$ cat src/rtl/ram_bank16_if.sv
// ram_bank16_if: request/acknowledge bus for the sixteen-word storage bank.
//   sel    [0:15]  one-hot word select; sel[0] is word 0 and sel[15] is word 15
//   req, we, wdata  request, direction and write data, all captured together
//   ready          bank idle; req is sampled only while this is high
//   ack            one-cycle completion pulse
//   err            select-vector fault, meaningful only while ack is high
//   rdata          read data register, held after ack
// modports: master = requester, slave = bank.
interface ram_bank16_if #(parameter int DATA_W = 8);
    logic [0:15]       sel;
    logic              req;
    logic              we;
    logic [DATA_W-1:0] wdata;
    logic              ready;
    logic              ack;
    logic              err;
    logic [DATA_W-1:0] rdata;

    modport master (output sel, req, we, wdata, input ready, ack, err, rdata);
    modport slave  (input sel, req, we, wdata, output ready, ack, err, rdata);
endinterface

$ cat src/rtl/ram_bank16.sv
// ram_bank16: sixteen-word storage bank driven by a one-hot decoder select.
// Each access takes three states: IDLE (capture), ACCESS (check the select
// and do the read/write), RESP (one-cycle ack).
// Ports:
//   clk  rising-edge clock
//   rst  asynchronous active-high reset; clears state, rdata and all 16 words
//   bus  ram_bank16_if.slave (sel/req/we/wdata in, ready/ack/err/rdata out)
// Build option: define RAM_WRITE_THROUGH_EN so that a successful write also
// loads the written value into rdata, making it visible on the write's ack.
module ram_bank16 #(
    parameter int DATA_W = 8
) (
    input  logic         clk,
    input  logic         rst,
    ram_bank16_if.slave  bus
);
    localparam logic [1:0] IDLE   = 2'd0;
    localparam logic [1:0] ACCESS = 2'd1;
    localparam logic [1:0] RESP   = 2'd2;

    logic [1:0]        state;
    logic [0:15]       sel_q;
    logic              we_q;
    logic [DATA_W-1:0] wdata_q;
    logic              err_q;
    logic [DATA_W-1:0] rdata_q;
    logic [DATA_W-1:0] mem [16];

    // Population count and index of the captured select. When exactly one
    // bit is set, idx is that bit's word number; otherwise idx is unused.
    logic [4:0] cnt;
    logic [3:0] idx;
    always_comb begin
        cnt = '0;
        idx = '0;
        for (int i = 0; i < 16; i++) begin
            if (sel_q[i]) begin
                cnt = cnt + 5'd1;
                idx = 4'(i);
            end
        end
    end

    wire one_hot = (cnt == 5'd1);

    always_ff @(posedge clk or posedge rst) begin
        if (rst) begin
            state   <= IDLE;
            sel_q   <= '0;
            we_q    <= 1'b0;
            wdata_q <= '0;
            err_q   <= 1'b0;
            rdata_q <= '0;
            for (int i = 0; i < 16; i++) mem[i] <= '0;
        end else begin
            case (state)
                IDLE: begin
                    if (bus.req) begin
                        sel_q   <= bus.sel;
                        we_q    <= bus.we;
                        wdata_q <= bus.wdata;
                        err_q   <= 1'b0;
                        state   <= ACCESS;
                    end
                end
                ACCESS: begin
                    // A zero or multi-hot select is a fault: memory and rdata
                    // stay untouched, only the error flag is raised.
                    err_q <= !one_hot;
                    if (one_hot) begin
                        if (we_q) begin
                            mem[idx] <= wdata_q;
`ifdef RAM_WRITE_THROUGH_EN
                            rdata_q  <= wdata_q;
`endif
                        end else begin
                            rdata_q <= mem[idx];
                        end
                    end
                    state <= RESP;
                end
                RESP:    state <= IDLE;
                default: state <= IDLE;
            endcase
        end
    end

    // Outputs come straight from state and registers; no input reaches an
    // output combinationally.
    assign bus.ready = (state == IDLE);
    assign bus.ack   = (state == RESP);
    assign bus.err   = (state == RESP) & err_q;
    assign bus.rdata = rdata_q;
endmodule

$ cat src/flat_wrapper.sv
// flat-port wrapper written by rule: the top's interface ports become plain ports
module ram_bank16_flat 
#(
    parameter int DATA_W = 8
)
  (clk, rst, bus_sel, bus_req, bus_we, bus_wdata, bus_ready, bus_ack, bus_err, bus_rdata);
  ram_bank16_if #(.DATA_W(DATA_W)) bus_i ();
  input  logic clk;
  input  logic rst;
  input wire logic [$bits(bus_i.sel)-1:0] bus_sel;
  input wire logic [$bits(bus_i.req)-1:0] bus_req;
  input wire logic [$bits(bus_i.we)-1:0] bus_we;
  input wire logic [$bits(bus_i.wdata)-1:0] bus_wdata;
  output wire logic [$bits(bus_i.ready)-1:0] bus_ready;
  output wire logic [$bits(bus_i.ack)-1:0] bus_ack;
  output wire logic [$bits(bus_i.err)-1:0] bus_err;
  output wire logic [$bits(bus_i.rdata)-1:0] bus_rdata;
  assign bus_i.sel = bus_sel;
  assign bus_i.req = bus_req;
  assign bus_i.we = bus_we;
  assign bus_i.wdata = bus_wdata;
  assign bus_ready = bus_i.ready;
  assign bus_ack = bus_i.ack;
  assign bus_err = bus_i.err;
  assign bus_rdata = bus_i.rdata;
  ram_bank16 #(.DATA_W(DATA_W)) u_core (.clk(clk), .rst(rst), .bus(bus_i));
endmodule
$ cat config.mk
export PLATFORM = sky130hd
export DESIGN_NAME = ram_bank16_flat
export DESIGN_NICKNAME = d
export VERILOG_FILES = /design/src/rtl/ram_bank16_if.sv /design/src/rtl/ram_bank16.sv /design/src/flat_wrapper.sv
export SDC_FILE = /design/constraint.sdc
export NUM_CORES = 1
export LEC_CHECK = 0
export ABC_AREA = 1
export CAP_MARGIN = 10
export CORE_UTILIZATION = 50
export CTS_CLUSTER_DIAMETER = 30
export DETAILED_ROUTE_END_ITERATION = 12
export GPL_ROUTABILITY_DRIVEN = 0
export PLACE_DENSITY = 0.68
export SLEW_MARGIN = 40
export SYNTH_ARGS = -nofsm -noshare
export SYNTH_HDL_FRONTEND = slang
export SYNTH_SLANG_ARGS = --single-unit
$ cat constraint.sdc
create_clock -name clk -period 25.1 [get_ports clk]
set_input_delay 2.51 -clock clk [delete_from_list [all_inputs] [get_ports clk]]
set_output_delay 2.51 -clock clk [all_outputs]
set_load 0.05 [all_outputs]
==> key figures, run 1 <==
Outcome
  – Outcome: completed

Yosys
  – Synthesized area: 9920 µm²
  – FFs w/ async S/R, synth: 100%
  – #FFs+latches synth: 164
  – Cells after Synth: approximately 1300
  – Post-synth EDFFs: 0
  – Count leader, synth: nand2_1
  – Sequential-to-total area share from yosys stat: 41.4%
  – Syn_nets: 1374
  – Dominant cells by area after synthesis: dfrtp_1, nand2_1, o21bai_1, nand3_1, inv_1
  – Synth area leader: dfrtp_1
  – Share of the synthesized area in the top cell type: 41.4%
  – Count of cell types in the netlist: 34
  – Post-synth top cells: nand2_1, inv_1, nand3_1
  – Main synth FF type: dfrtp_1
  – Avg Inst Size Synth: 7.46 µm²
  – Synth Warn #: 0

CTS
  – Root buf cell: clkbuf_16
  – Worst skew pair latency: roughly 0.44 ns
  – H-Tree Depth: 4
  – Post-CTS Hold Buffers: 0
  – Resize count post-CTS: 0
  – TritonCTS clock tree: yes
  – Clock slew at the register clock pins of the worst setup and hold paths: roughly 0.070 ns
  – TritonCTS Buffers: 17
  – Clock Path Buffers: 2
  – Post-CTS setup buffers: 0
  – CTS sink cnt: 164

Layout
  – Diode count: 0
  – Share of layout cells above drive strength 1: under 10%
  – Register Area: 4110 µm²
  – Fin area: 10900 µm²
  – Multi-input logic area: approximately 4500 µm²
  – Layout net count: 1374
  – Fillers: 1825
  – Layout area overhead: 10.3%

Critical path
  – Critical setup path kind: reg2reg
  – CP max FO: around 110
  – CP Capture Type: flip-flop
  – Worst path slowest cell: buf_6
  – FF-to-FF setup slack: around 15 ns
  – WP data arrival: 10.04 ns
  – Critical Path RT: 25.46 ns
  – Startpoint types: flip-flop
  – Most used cell, CP: nand2_1
  – CP peak stage delay: 0.65 ns

Flow run
  – Max cap viols: 0

Floorplan
  – Total die area: 20400 µm²
  – Die Wd: 143 µm
  – Initial Utilization: between 50% and 60%
  – Core Area: approximately 19000 µm²
  – Die Y: 143 µm
  – FP Rows: 51
  – Number of top-level pins: 39

Placed design
  – Pre-CTS setup slack: 15.53 ns
  – Dpl cell area: 10400 µm²
  – Port bufs: 38
  – HPWL Detailed: 16.3 mm

STA
  – Final min period: 9.68 ns
  – Unrepaired setup endpoints after global routing: false
  – Max Transition Viols Final: 0
  – Max frequency: between 100 and 150 MHz
  – Hold WS: 0.500 ns
  – Worst-Margin Slew: 0.927 ns
  – # setup viols final: 0
  – Clock skew: 0.0125 ns
  – Final Hold Viols: 0
  – Final period util: 38.6%
  – Fin Setup TNS: 0 ns
  – Worst relative slew slack: between 30% and 40%
  – Setup ws final: 15.42 ns

Global route
  – Antenna violations before repair: 0
  – GRT overflow: 0
  – Vias in the first global route: between 8000 and 9000
  – Largest net degree at the start of global routing: roughly 110
  – Global-route wire length before repair: ~43 mm
  – Aggregate global-route resource usage: a little over a quarter

Power
  – Max rail drop VDD: 48.1 µV
  – Power Total: slightly above 1 mW
  – Pleak: 5.55 nW
  – P per Cell Area: around 94 nW/µm²

Detailed routing
  – Drt via density: about 5.4
  – DRC: 0
  – Drt first pass iters: 5
  – Final ANT Viol Nets: 0
  – WL/cell: 16.3 µm
  – Vias: 8638
  – Total Wirelength: 26.2 mm
  – Initial DRC count: 796

Hold path
  – Worst hold path type: reg2reg
-- final cells by class --
type                    instances  area share [%]
flip-flops and latches        164            37.5
multi-input cells             857            41.5
repair buffers                 47            4.16
inverters                     244            8.45
clock inverters                12            1.20
clock buffers                  20            4.17
well taps                     265            3.03
-- cells in the final DEF, fill, tap and decap left out, types with 3 or more instances in the layout --
cell type / count
a221oi_1: 27
nand3_1: 179
nand2_2: 9
inv_6: 6
o22ai_1: 41
dfrtp_1: 161
ha_1: 15
nor3_1: 4
o21ai_0: 41
buf_4: 7
clkdlybuf4s50_1: 38
a21oi_1: 9
clkbuf_16: 17
inv_8: 3
inv_1: 234
nor2_1: 42
o21bai_1: 128
clkinv_4: 3
o221ai_1: 4
inv_2: 7
nand2_1: 328
nand3_2: 9
dfrtp_2: 3
nand3b_1: 4
or2_2: 3
-- through the flow --
| stage | cells | utilization [%] |
|---|---|---|
| 5_1_grt | 1609 | 56.2 |
| 4_1_cts | 1609 | 56.2 |
| 2_1_floorplan | 1331 | - |
| 6_report | 1609 | 56.2 |
| 3_3_place_gp | 1577 | 53.1 |
| 3_5_place_dp | 1577 | 53.2 |
-- final timing paths --
check	start	endpoint	depth (start not counted)
setup reg to reg	u_core.sel_q[1]$_DFFE_PP0P_	u_core.mem[17]$_DFFE_PP0P_	57
max in group asynchronous	rst	u_core.mem[47]$_DFFE_PP0P_	3
hold reg to reg	u_core.bus.rdata[7]$_DFFE_PP0P_	u_core.bus.rdata[7]$_DFFE_PP0P_	2
hold / removal	u_core.bus.rdata[7]$_DFFE_PP0P_	u_core.bus.rdata[7]$_DFFE_PP0P_	2
min in group asynchronous	rst	u_core.sel_q[2]$_DFFE_PP0P_	2
setup / recovery	u_core.sel_q[1]$_DFFE_PP0P_	u_core.mem[17]$_DFFE_PP0P_	57
-- worst max-delay path, delay by kind of cell, from the launching register on --
| kind | cells | cell delay [ns] |
|---|---|---|
| and+or+nand+nor | 31 | 3.74 |
| AOI/OAI and AO/OA | 3 | 0.48 |
| adders and majority gates | 14 | 3.76 |
| DFF | 1 | 0.35 |
| buffers and inverters | 9 | 1.13 |
-- registers in the layout, indices dropped and copies added (netlist names) --
name,cells
u_core.wdata_q,8
u_core.we_q,1
u_core.err_q,1
u_core.sel_q,16
u_core.mem,128
u_core.state,2
u_core.bus.rdata,8
-- routing by layer --
layer  global-route usage (%)  wire [µm]  vias up
met4                     8.60        455        0
met5                        0          0        -
li1                         -          -     4300
met3                     4.69       1650       29
met1                     38.5      12200     4035
met2                     42.5      11900      274
-- power breakdown --
group | switching [mW] | internal (mW) | total, mW
Combinational | 0.288 | 0.137 | 0.425
Clock | 0.121 | 0.146 | 0.267
Sequential | 0.0458 | 0.296 | 0.342
-- cells by family after synthesis --
family	synth area share (%)
compound gates	18.1
fa+ha+maj	1.89
buf+inv	13.0
flops	41.4
simple gates	25.7
Power figures use the tool's default switching activity.
==> run 2, diff against run 1 <==
==> constraint.sdc (replaced) <==
create_clock -name clk -period 9.2 [get_ports clk]
set_input_delay 0.92 -clock clk [delete_from_list [all_inputs] [get_ports clk]]
set_output_delay 0.92 -clock clk [all_outputs]
set_load 0.05 [all_outputs]
==> run 2 against run 1 <==
  * First-iteration DRC count rose by 18%
  * Total power rose to 2.9 times the previous value
  * Wire length rose by 9.1%
  * Worst hold slack got worse by 0.0016 ns
  * Sequential power rose to 2.7 times the previous value
  * Sequential share of layout area fell by 1.8 points
  * Fmax rose by 12%
  * Highest routed layer unchanged
  * Critical endpoint is now u_core.mem[8]$_DFFE_PP0P_
==> key figures, run 2 (same netlist as run 1, synthesis figures left out) <==
Outcome
  – Outcome: completed

Layout
  – Final Core Density: 59.0%
  – Multi-input logic area: 4610 µm²
  – Fin cells: 1633
  – Layout net count: 1398
  – Share of layout cells above drive strength 1: 8.63%
  – Commonest cells after routing, fill and taps aside: nand2_1, inv_1, nand3_1
  – Largest register FFs: 128
  – Layout area overhead: 15.7%
  – Fillers: approximately 1800
  – Top reg by flops: u_core.mem
  – Top Registers: u_core.mem: 128 flops, u_core.sel_q: 16 flops
  – Register Area: 4110 µm²
  – Most common cell after layout, fill and taps aside: nand2_1
  – Diode count: 0

Floorplan
  – Die Wd: about 140 µm
  – Number of top-level pins: 39
  – FP Rows: 51
  – Die Y: 143 µm
  – Core Area: 19500 µm²
  – Initial Utilization: about half
  – Total die area: 20400 µm²

CTS
  – CTS sink cnt: 164
  – Clock slew at the register clock pins of the worst setup and hold paths: 0.07 ns
  – Root buf cell: clkbuf_16
  – Worst skew pair latency: 0.44 ns
  – H-Tree Depth: 4
  – Post-CTS Hold Buffers: 0
  – TritonCTS Buffers: 17
  – Clock Path Buffers: 2
  – TritonCTS clock tree: yes

Critical path
  – Critical setup path kind: reg2reg
  – CP peak stage delay: 0.39 ns
  – Critical Path RT: 9.57 ns
  – CP max FO: 13
  – Most used cell, CP: nand2_1
  – Worst path slowest cell: dfrtp_1
  – FF-to-FF End: u_core.mem[8]$_DFFE_PP0P_
  – Reg2reg start: u_core.sel_q[1]$_DFFE_PP0P_
  – WP data arrival: between 8 and 9 ns
  – Startpoint types: flip-flop
  – CP bufs+invs: 10
  – CP top delay family: adder cells
  – FF-to-FF setup slack: 0.59 ns
  – Worst Reg2Reg Path Length in Cells: slightly below 60
  – CP Capture Type: flip-flop

Detailed routing
  – Drt via density: 5.49
  – Total Wirelength: 28.6 mm
  – Final ANT Viol Nets: 0
  – WL/cell: 17.5 µm
  – Drt first pass iters: 5
  – DRC: 0
  – Initial DRC count: 937
  – Vias: 8961

Placed design
  – HPWL Detailed: 16.4 mm
  – Port bufs: 38
  – Number of instances in the placed design: 1579

Global route
  – Global-route wire length before repair: 43.1 mm
  – GRT overflow: 0
  – Largest net degree at the start of global routing: 129
  – Antenna violations before repair: 0
  – Aggregate global-route resource usage: a little over a quarter
  – Vias in the first global route: 8216

STA
  – Hold WS: between 0.4 and 0.5 ns
  – Clock skew: 0.0130 ns
  – Worst relative slew slack: 39.0%
  – Final period util: 93.6%
  – Max frequency: 116 MHz
  – Max Transition Viols Final: 0
  – Final min period: 8.61 ns
  – # setup viols final: 0
  – Final Hold Viols: 0
  – Worst-Margin Slew: 0.916 ns

Hold path
  – Hold EP: u_core.bus.rdata[0]$_DFFE_PP0P_
  – Worst hold stages: 2
  – Hold_sp: u_core.bus.rdata[0]$_DFFE_PP0P_
  – Worst hold path type: reg2reg

Flow run
  – Max cap viols: 0

Power
  – Max rail drop VDD: 126 µV
  – P per Cell Area: 258 nW/µm²
  – Pleak: 5.76 nW
==> run 2: cell types whose count changed in the layout (fill, tap and decap cells not counted), moves of 3 or more <==
| cell | previous run | this run |
|---|---|---|
| buf_8 | 0 | 3 |
| clkbuf_16 | 17 | 27 |
| clkinvlp_4 | 0 | 3 |
| buf_4 | 7 | 10 |
| buf_6 | 2 | 6 |
| nand2_1 | 328 | 318 |
| nand2_2 | 9 | 19 |
==> run 2: what timing repair did <==
item,CTS,global route
buffers inserted,0,5
hold endpoints to repair,0,0
setup endpoints to repair,0,137
gates resized for setup,0,28
==> run 2: worst max-delay path by stage <==
stage                                  end  cells past startpoint                        start
2_1_floorplan   u_core.mem[89]$_DFFE_PP0P_                     57  u_core.sel_q[1]$_DFFE_PP0P_
3_3_place_gp    u_core.mem[80]$_DFFE_PP0P_                     57  u_core.sel_q[1]$_DFFE_PP0P_
3_5_place_dp    u_core.mem[68]$_DFFE_PP0P_                     57  u_core.sel_q[1]$_DFFE_PP0P_
4_1_cts         u_core.mem[68]$_DFFE_PP0P_                     57  u_core.sel_q[1]$_DFFE_PP0P_
5_1_grt        u_core.mem[107]$_DFFE_PP0P_                     58  u_core.sel_q[1]$_DFFE_PP0P_
6_report         u_core.mem[8]$_DFFE_PP0P_                     58  u_core.sel_q[1]$_DFFE_PP0P_
==> run 2: routing by layer <==
metal / GRT usage (%) / wire (µm)
met2: 43.3 / 12900
met1: 38.2 / 12800
met4: 8.89 / 629
met5: 0 / 0
met3: 4.19 / 2360
==> run 2: stage by stage <==
| step | setup TNS, ns | total power [mW] | setup WS (ns) | area [µm²] |
|---|---|---|---|---|
| final | 0 | 2.96 | 0.587 | 11500 |
| after detailed placement | 0 | 2.10 | 0.404 | 10400 |
| after floorplan | 0 | 1.81 | 1.18 | 9920 |
| after global routing | -2.75 | 3.18 | -0.0553 | 11500 |
| after CTS | 0 | 2.84 | 0.366 | 11000 |
| after global placement | 0 | 2.08 | 0.654 | 10400 |
==> run 2: area by class of cell <==
type,count,area share (%)
Timing Repair Buffer,71,7.95
Clock buffer,20,3.98
Tap cell,265,2.89
Inverter,244,8.05
Clock inverter,12,1.24
Sequential cell,164,35.8
Multi-Input combinational cell,857,40.1
==> run 2: report_power, final <==
part / switching, mW / internal, mW
registers: 0.129 / 0.807
clock network: 0.316 / 0.420
logic: 0.842 / 0.445
total: 1.29 / 1.67
==> run 2: worst register-to-register path: cells and delay by family (launching register included) <==
| family | cells | cell delay (ns) |
|---|---|---|
| adders and majority gates | 14 | 3.58 |
| DFF | 1 | 0.39 |
| and+or+nand+nor | 31 | 3.36 |
| buffers and inverters | 10 | 0.84 |
| AOI/OAI and AO/OA | 3 | 0.40 |
==> variant 1, RTL diff (settings of run 1) <==
Add a define of `RAM_WRITE_THROUGH_EN`.
--- a/src/rtl/ram_bank16.sv
+++ b/src/rtl/ram_bank16.sv
@@ -9,2 +9,4 @@
 // loads the written value into rdata, making it visible on the write's ack.
+`define RAM_WRITE_THROUGH_EN
+
 module ram_bank16 #(
Function: changed (a bounded check fails within 4 cycles, from zero or initial values and one cycle with rst high).
==> variant 1 against run 1 <==
Total power rose by 19%; final area shrank 0.42%; worst setup slack lost 0.067 ns; sequential cell count unchanged; clock power is 15% higher; via count rose by 5.2%; routed wire length rose by 5.7%; area after synthesis decreased by 1.8%; highest routed layer unchanged.
==> variant 1: results <==
{
  "wl_met1_microns": 12700,
  "reg2reg_depth": 58,
  "combinationalPowerShare": 0.453,
  "cp_slowest_cell": "buf_4",
  "synthTopCellsByArea": "dfrtp_1, nand2_1, nand4_1",
  "drtIter0Drc": 1003,
  "peakVddDrop_v": 0.0000980,
  "finalWirelength_microns": 27700,
  "cp.arrival_ns": 10.05,
  "gr-usage-met3": 0.0523,
  "grtUsageTotal": 0.288,
  "synth_seq_area_share": 0.421,
  "grt_pass1_vias": 8394,
  "hpwlAfterDp_microns": 17200,
  "pg_seq_mw": 0.364,
  "wl_met2_microns": 12300,
  "p_per_area_nw_per_um2": 113,
  "viasPerCell": 5.83,
  "cellLeakagePower_nw": 5.66,
  "swShare": 0.468,
  "yosys-top-cells-count": "nand2_1, dfrtp_1, nand4_1, nand3_1, inv_1",
  "grtUsageMet1": 0.415,
  "met3_length_microns": 2230,
  "drive_above_1_share": 0.100,
  "slowest_delay_ns": 0.67,
  "path_max_fanout": 69,
  "grt_use_met2": 0.441,
  "status": "completed",
  "skew_ns": 0.0107
}
## variant 1: final cells by class
| class | instances | area, sq um |
|---|---|---|
| Sequential cell | 164 | 4120 |
| Clock inverter | 13 | 255 |
| Timing Repair Buffer | 50 | 485 |
| Clock buffer | 19 | 433 |
| Multi-Input combinational cell | 956 | 4910 |
| Inverter | 98 | 375 |
| Fill cell | 1773 | 7990 |
| Tap cell | 260 | 325 |
## variant 1: worst paths after layout
kind	start	to	slack [ns]
max	u_core.sel_q[1]$_DFFE_PP0P_	u_core.bus.rdata[7]$_DFFE_PP0P_	15.35
min in group asynchronous	rst	u_core.sel_q[0]$_DFFE_PP0P_	2.55
min	u_core.bus.rdata[1]$_DFFE_PP0P_	u_core.bus.rdata[1]$_DFFE_PP0P_	0.48
max reg2reg	u_core.sel_q[1]$_DFFE_PP0P_	u_core.bus.rdata[7]$_DFFE_PP0P_	15.35
max in group asynchronous	rst	u_core.mem[111]$_DFFE_PP0P_	21.40
min reg2reg	u_core.bus.rdata[1]$_DFFE_PP0P_	u_core.bus.rdata[1]$_DFFE_PP0P_	0.48
## variant 1: cell families (layout without fill, tap and decap cells)
family | after synthesis | in the layout | synth area share
AND/OR/NAND/NOR | 847 | 847 | 0.423
flip-flops | 164 | 164 | 0.421
XOR/XNOR | 1 | 1 | 0.000899
AO/OA/AOI/OAI | 93 | 93 | 0.0592
adder cells (fa/ha/maj) | 15 | 15 | 0.0193
buffers and inverters | 177 | 180 | 0.0763
## variant 1: metrics by stage
stage                     setup slack (ns)  instances  utilization
after CTS                            15.36       1560        0.577
after global routing                 14.47       1560        0.577
final                                15.35       1560        0.577
after floorplan                      17.06       1297            -
after detailed placement             15.38       1528        0.540
after global placement               15.66       1527        0.539
==> variant 2, RTL diff (config.mk and constraints of run 1) <==
Made on the original files. Put a register stage on the output `bus.err`, without a reset. The value now appears one clock later.
--- a/src/rtl/ram_bank16.sv
+++ b/src/rtl/ram_bank16.sv
@@ -91,3 +91,5 @@
     assign bus.ack   = (state == RESP);
-    assign bus.err   = (state == RESP) & err_q;
+    always_ff @(posedge clk) begin
+        bus.err <= (state == RESP) & err_q;
+    end
     assign bus.rdata = rdata_q;
Check against the original RTL: not equivalent (Yosys sat finds a counterexample within 4 cycles, from zero or initial values and one cycle with rst high).
==> variant 2 against run 1 <==
Worst hold slack got worse by 0.018 ns; final area rose by 1.6%; first-iteration DRC count rose by 4.1%; sequential power barely moved; area after synthesis rose by 1.6%; worst setup slack improved by 0.074 ns; routed wire length fell by 1.6%; sequential cell count rose by 1; maximum frequency rose by 0.77%; total power rose by 2.5%; critical path depth did not move; count of clock-buffer cells in the layout rose by 2; combinational power rose by 5.6%.
==> variant 2: results <==
{
  "area_delta_synth_final_pct": 10.2,
  "fillers": 1883,
  "multi_input_area_share": 0.422,
  "cell_internal_pwr_mw": 0.602,
  "root_buffer": "clkbuf_16",
  "pg_seq_mw": 0.341,
  "slowest_delay_ns": 0.64,
  "clk_latency_ns": 0.42,
  "synthArstFlopShare": 0.994,
  "drtIter0Drc": 829,
  "num-nonclk-inverters": 243,
  "sh_seq_area": 0.371,
  "reg2reg_depth": 57,
  "min_to": "u_core.bus.rdata[6]$_DFFE_PP0P_",
  "combinationalPowerShare": 0.424,
  "cp.arrival_ns": 9.97,
  "worst_slew_pin_slew_ns": 0.901,
  "signal_buffer_area_fraction": 0.0410,
  "whs_ns": 0.482,
  "placed_area_sq_um": 10500,
  "skew_ns": 0.00818,
  "grt_max_degree": 96,
  "synthTopCellsByArea": "dfrtp_1, nand2_1, o21bai_1",
  "vias": 8702,
  "path_max_fanout": 95,
  "clock_sinks": 165,
  "synth_cell_types": 39,
  "crit_family": "adder cells",
  "grt_pass1_vias": 8078,
  "syn_inst": 1355,
  "yosys-top-cells-count": "nand2_1, inv_1, nand3_1, dfrtp_1, o21bai_1",
  "r2r_end": "u_core.mem[102]$_DFFE_PP0P_",
  "grt_pass1_wl_microns": 42800,
  "grtUsageTotal": 0.267,
  "peakVddDrop_v": 0.0000444,
  "r2r_slack_ns": 15.49,
  "synth_seq_area_share": 0.409,
  "status": "completed",
  "hpwlAfterDp_microns": 16600
}
==> variant 2: metal layers <==
metal  global-route usage  vias to the layer above  part of all wire
met5                    0                        -                 0
met4               0.0689                        0             0.014
met3               0.0421                       29             0.054
met2                0.417                      235              0.45
met1                0.383                     4088              0.48
li1                     -                     4350                 -
==> variant 2: how the worst max path moves through the flow <==
| stage | from | endpoint | slack (ns) | depth (start not counted) |
|---|---|---|---|---|
| 2_1_floorplan | u_core.sel_q[1]$_DFFE_PP0P_ | u_core.mem[100]$_DFFE_PP0P_ | 17.05 | 57 |
| 3_3_place_gp | u_core.sel_q[1]$_DFFE_PP0P_ | u_core.mem[102]$_DFFE_PP0P_ | 15.57 | 57 |
| 3_5_place_dp | u_core.sel_q[1]$_DFFE_PP0P_ | u_core.mem[42]$_DFFE_PP0P_ | 15.54 | 57 |
| 4_1_cts | u_core.sel_q[1]$_DFFE_PP0P_ | u_core.mem[42]$_DFFE_PP0P_ | 15.51 | 57 |
| 5_1_grt | u_core.sel_q[1]$_DFFE_PP0P_ | u_core.mem[99]$_DFFE_PP0P_ | 14.69 | 57 |
| 6_report | u_core.sel_q[1]$_DFFE_PP0P_ | u_core.mem[102]$_DFFE_PP0P_ | 15.49 | 57 |
==> variant 2: kinds of logic after synthesis <==
group,share of synthesized area
AO/OA/AOI/OAI,0.174
adder cells (fa/ha/maj),0.0186
buffers and inverters,0.126
flip-flops,0.409
AND/OR/NAND/NOR,0.272
==> variant 2: tightest hold or removal path, cell delays in order (launching register included) <==
cell,delay [ns]
dfrtp_1,0.34
nand2_1,0.05
nand2_1,0.05
==> variant 2: per-stage QoR <==
step | util | setup slack, ns
final | 0.568 | 15.49
after CTS | 0.567 | 15.51
after detailed placement | 0.537 | 15.54
after floorplan | - | 17.05
after global routing | 0.568 | 14.69
after global placement | 0.537 | 15.57
